`config.mk`:
```
export PLATFORM = sky130hd
export DESIGN_NAME = priority_bus_mux
export DESIGN_NICKNAME = d
export VERILOG_FILES = /design/src/rtl/priority_bus_mux.sv
export SDC_FILE = /design/constraint.sdc
export NUM_CORES = 1
export LEC_CHECK = 0
export BUFFER_PORTS_ARGS = -buffer_cell sky130_fd_sc_hd__buf_2
export CAP_MARGIN = 0
export CORE_MARGIN = 2
export CORE_UTILIZATION = 34
export CTS_CLUSTER_SIZE = 8
export DETAILED_ROUTE_END_ITERATION = 10
export GPL_TIMING_DRIVEN = 0
export PLACE_DENSITY = 0.74
export SYNTH_ARGS = -nofsm -noshare
export SYNTH_HDL_FRONTEND = slang
export SYNTH_SLANG_ARGS = --single-unit
```
`constraint.sdc`:
```
create_clock -name clk -period 0.8 [get_ports clk]
set_input_delay 0.12 -clock clk [delete_from_list [all_inputs] [get_ports clk]]
set_output_delay 0.12 -clock clk [all_outputs]
set_load 0.02 [all_outputs]
```
`src/rtl/priority_bus_mux.sv`:
```
// Four-source fixed-priority bus multiplexer: the highest-index active request
// wins, and its index, data and a valid flag are presented one clock later.
module priority_bus_mux #(
    parameter int DATA_W = 8
) (
    input  logic              clk,
    input  logic              rst_n,
    input  logic [3:0]        req,
    input  logic [DATA_W-1:0] d0,
    input  logic [DATA_W-1:0] d1,
    input  logic [DATA_W-1:0] d2,
    input  logic [DATA_W-1:0] d3,
    output logic [1:0]        sel,
    output logic [DATA_W-1:0] data_out,
    output logic              valid
);

    logic [1:0]        sel_s;
    logic [DATA_W-1:0] data_s;
    logic              valid_s;

    logic [1:0]        sel_r;
    logic [DATA_W-1:0] data_r;
    logic              valid_r;

    // Fixed-priority encode of the request vector into a grant index.
    always_comb begin
        sel_s = 2'd0;
        if (req[3]) begin
            sel_s = 2'd3;
        end else if (req[2]) begin
            sel_s = 2'd2;
        end else if (req[1]) begin
            sel_s = 2'd1;
        end else begin
            sel_s = 2'd0;
        end
    end

    // Data steering; an idle bus drives zeros rather than forwarding d0.
    always_comb begin
        valid_s = |req;
        data_s  = {DATA_W{1'b0}};
        if (valid_s) begin
            case (sel_s)
                2'd0:    data_s = d0;
                2'd1:    data_s = d1;
                2'd2:    data_s = d2;
                2'd3:    data_s = d3;
                default: data_s = {DATA_W{1'b0}};
            endcase
        end else begin
            data_s = {DATA_W{1'b0}};
        end
    end

    // Output registers, the only state in the block.
    always_ff @(posedge clk or negedge rst_n) begin
        if (!rst_n) begin
            sel_r   <= 2'd0;
            data_r  <= {DATA_W{1'b0}};
            valid_r <= 1'b0;
        end else begin
            sel_r   <= sel_s;
            data_r  <= data_s;
            valid_r <= valid_s;
        end
    end

    assign sel      = sel_r;
    assign data_out = data_r;
    assign valid    = valid_r;

endmodule

```
==> qor.tcl <==
set qor(worst-setup-path-type) {reg2out}
set qor(muxShareOfSynthArea) 0
set qor(synth.net_count) 109
set qor(critPathMaxStageDelay_ps) 380
set qor(synth.avg_cell_area_um2) 8.78
set qor(power_per_cell_area_nw_per_um2) 1440
set qor(die_area_um2) 2190
set qor(synth_adder_area_share) 0
set qor(fin_setup_tns_ps) -931
set qor(routed_wl_um) 1740
set qor(report.power.total_w) 0.00142
set qor(drtPass1Iterations) 4
set qor(worst_ep_arrival_time_ps) 780
set qor(net-switching-power_w) 0.000391
set qor(slowest_stage) {sky130_fd_sc_hd__dfrtp_1}
set qor(outcome) {finished with violations}
set qor(period_share) 1.12
set qor(postSynthRegisterBits) 11
set qor(max_freq_ghz) 1.12
set qor(slew-limit-headroom) 0.737
set qor(via_count) 664
set qor(core_area_um2) 1730
set qor(vdd_drop_max_v) 0.000473
set qor(layout_commonest_cell) {sky130_fd_sc_hd__buf_2}
set qor(die_width_um) 46.8
set qor(critPathRequiredTime_ps) 680
set qor(total_of_endpoints_with_negative_setup_slack_in_the_final_report) 11
set qor(timing.critical_path.from) {valid}
set qor(std_cell_rows) 15
set qor(hold_viol_final) 0
set qor(route.met2.wl_um) 843
set qor(worst_pin_slew_ps) 395
set qor(violated_checks) {negative setup slack}
set qor(grt_first_pass_wirelength_um) 2440
set qor(timing_max_transition_violations_final) 0
set qor(syn_area_um2) 623
set qor(place.port_buffers) 44
set qor(die_outline_height_um) 46.8
set qor(area_growth_from_synthesis_to_layout_pct) 58.0
set qor(final_antenna_net_count) 0
set qor(synthCells) 71
set qor(placement.cell_area_um2) 891
set qor(synth-compound-area-share) 0.287
set qor(first_iter_violations) 10
set qor(viasPerCell) 4.61
set qor(ys.warnings.count) 0
set qor(drc) 0
set qor(synth_top_family_by_area) {compound AO/OA/AOI/OAI gates}
set qor(worst_min_path_class) {in2reg}
set qor(dpl.hpwl_um) 1290
set qor(placed_cells) 140
set qor(grt_pass1_vias) 615
set qor(ff_latch_area_um2) 275
set qor(globalRouteTotalUtil) 0.155
set qor(timing.critical_path.max_delay_family) {flip-flops}
set qor(cp_cell_sequence) {buf_6}
set qor(cellLeakagePower_nw) 0.519
set qor(clk_pin_slew_ps) 60
set qor(grt_remaining_overflow) 0
set qor(initial_util) 0.361
set qor(postLayoutCellArea_um2) 985
set qor(dp_slack_ps) -287
set qor(fin_ws_ps) -95.1
set qor(multi_input_comb_area_um2) 263
set qor(drive_above_1_share) 0.529
set qor(xor_xnor_share_of_the_synthesized_area) 0
set qor(wire_per_inst_um) 12.1
set qor(p_comb_frac) 0.303
set qor(cellInternalPower_w) 0.00102
set qor(tritoncts) {yes}
set qor(layout.cells.non_filler) 144
set qor(grt_setup_unrepaired) {yes}
set qor(final.fill_count) 160
set qor(drt-met1-wl_um) 751
set qor(wl_met3_um) 148
set qor(antenna_found_initial) 0
set qor(antennaDiodeCount) 0
set qor(finalNetCount) 158
set qor(maxUsedRoutingLayer) {met3}
set qor(commonest_cells_after_routing_fill_and_taps_aside) {34 x sky130_fd_sc_hd__buf_2, 16 x sky130_fd_sc_hd__a21oi_1, 12 x sky130_fd_sc_hd__buf_6}
set qor(drv.max_cap_violation_count) 0
set qor(critical_path.n_buffers_inverters) 1
set qor(htree_num_levels) 1
set qor(tritoncts.num_buffers) 3
set qor(critPathMaxFanout) 1
set qor(worst_setup_path_start_kind) {flip-flop}
set qor(top_level_ports) 49
set qor(unique_masters_post_synth) 14
set qor(clockBufferDepth) 2
set qor(power_frac_clock) 0.257
set qor(end_kind) {primary output}
set qor(cts.root.buffer_cell) {sky130_fd_sc_hd__clkbuf_4}
set qor(routabilityCongestion) 0.740
set qor(worstHoldStart) {d3[3]}
set qor(cts.sinks) 11
set qor(yosys.area_share.simple) 0.135
set qor(synth_seq_area_share) 0.442
set qor(grt_max_degree) 12
set qor(share_seq_of_total_power) 0.440
set qor(post_layout_min_period_ps) 895
set qor(power.share.switching) 0.276
set qor(post_cts_buffers) 0
==> synthesized netlist by cell type <==
master                     count  area share
sky130_fd_sc_hd__buf_1         1      0.0060
sky130_fd_sc_hd__clkbuf_1      1      0.0060
sky130_fd_sc_hd__or3_4         1       0.018
sky130_fd_sc_hd__a221o_2       8        0.14
sky130_fd_sc_hd__a21oi_1      16        0.13
sky130_fd_sc_hd__nor2_1        8       0.048
sky130_fd_sc_hd__or2_2         1       0.010
sky130_fd_sc_hd__or2_1         1       0.010
sky130_fd_sc_hd__a21o_2        1       0.014
sky130_fd_sc_hd__nand2_1       8       0.048
sky130_fd_sc_hd__buf_2         2       0.016
sky130_fd_sc_hd__inv_1         9       0.054
sky130_fd_sc_hd__dfrtp_1      11        0.44
sky130_fd_sc_hd__buf_6         3       0.054
==> what timing repair did <==
action                                  CTS  global route
hold buffers                              1             0
resized for setup                        22             0
pin swaps                                 0             0
endpoints found under the setup margin   12            11
hold endpoints to repair                 11             0
==> cells by family (layout without fill, tap and decap cells) <==
kind of cell	after synthesis	in the layout
AOI/OAI and AO/OA	25	25
and+or+nand+nor	19	19
buffers and inverters	16	64
DFF	11	11
==> registers in the layout, summed over array words and instances (netlist names) <==
name,flops
valid,1
sel,2
data_out,8
==> final cells by class <==
type,count,share of cell area
clock buffers,4,0.0267
plain buffers,6,0.0572
repair buffers,45,0.304
well taps,25,0.0318
flip-flops and latches,11,0.280
inverters,9,0.0343
multi-input cells,44,0.267
==> layer usage <==
| layer | GRT usage | vias to the layer above |
|---|---|---|
| met5 | 0 | - |
| met4 | 0.0500 | 0 |
| met3 | 0.0154 | 0 |
| met2 | 0.277 | 37 |
| met1 | 0.196 | 292 |
| li1 | - | 335 |
==> final timing paths <==
check	endpoint	cells past startpoint	slack, ps
worst min-delay path	data_out[3]	3	110
max in group asynchronous	valid	2	320
worst max-delay path	valid	1	-100
min in group asynchronous	data_out[6]	2	290
==> power by group through the flow <==
stage               clock, W  sequential [W]  combinational, W
detailed placement         0        0.000622          0.000375
global placement           0        0.000621          0.000368
global route        0.000385        0.000627          0.000467
CTS                 0.000369        0.000624          0.000428
finish              0.000363        0.000623          0.000429
floorplan                  0        0.000685          0.000150
==> stage by stage <==
step,hold slack (ps),util
floorplan,-176,-
global placement,-7.24,0.516
detailed placement,-9.38,0.516
CTS,100,0.570
global route,106,0.570
finish,106,0.570
(Power assumes the default switching activity.)
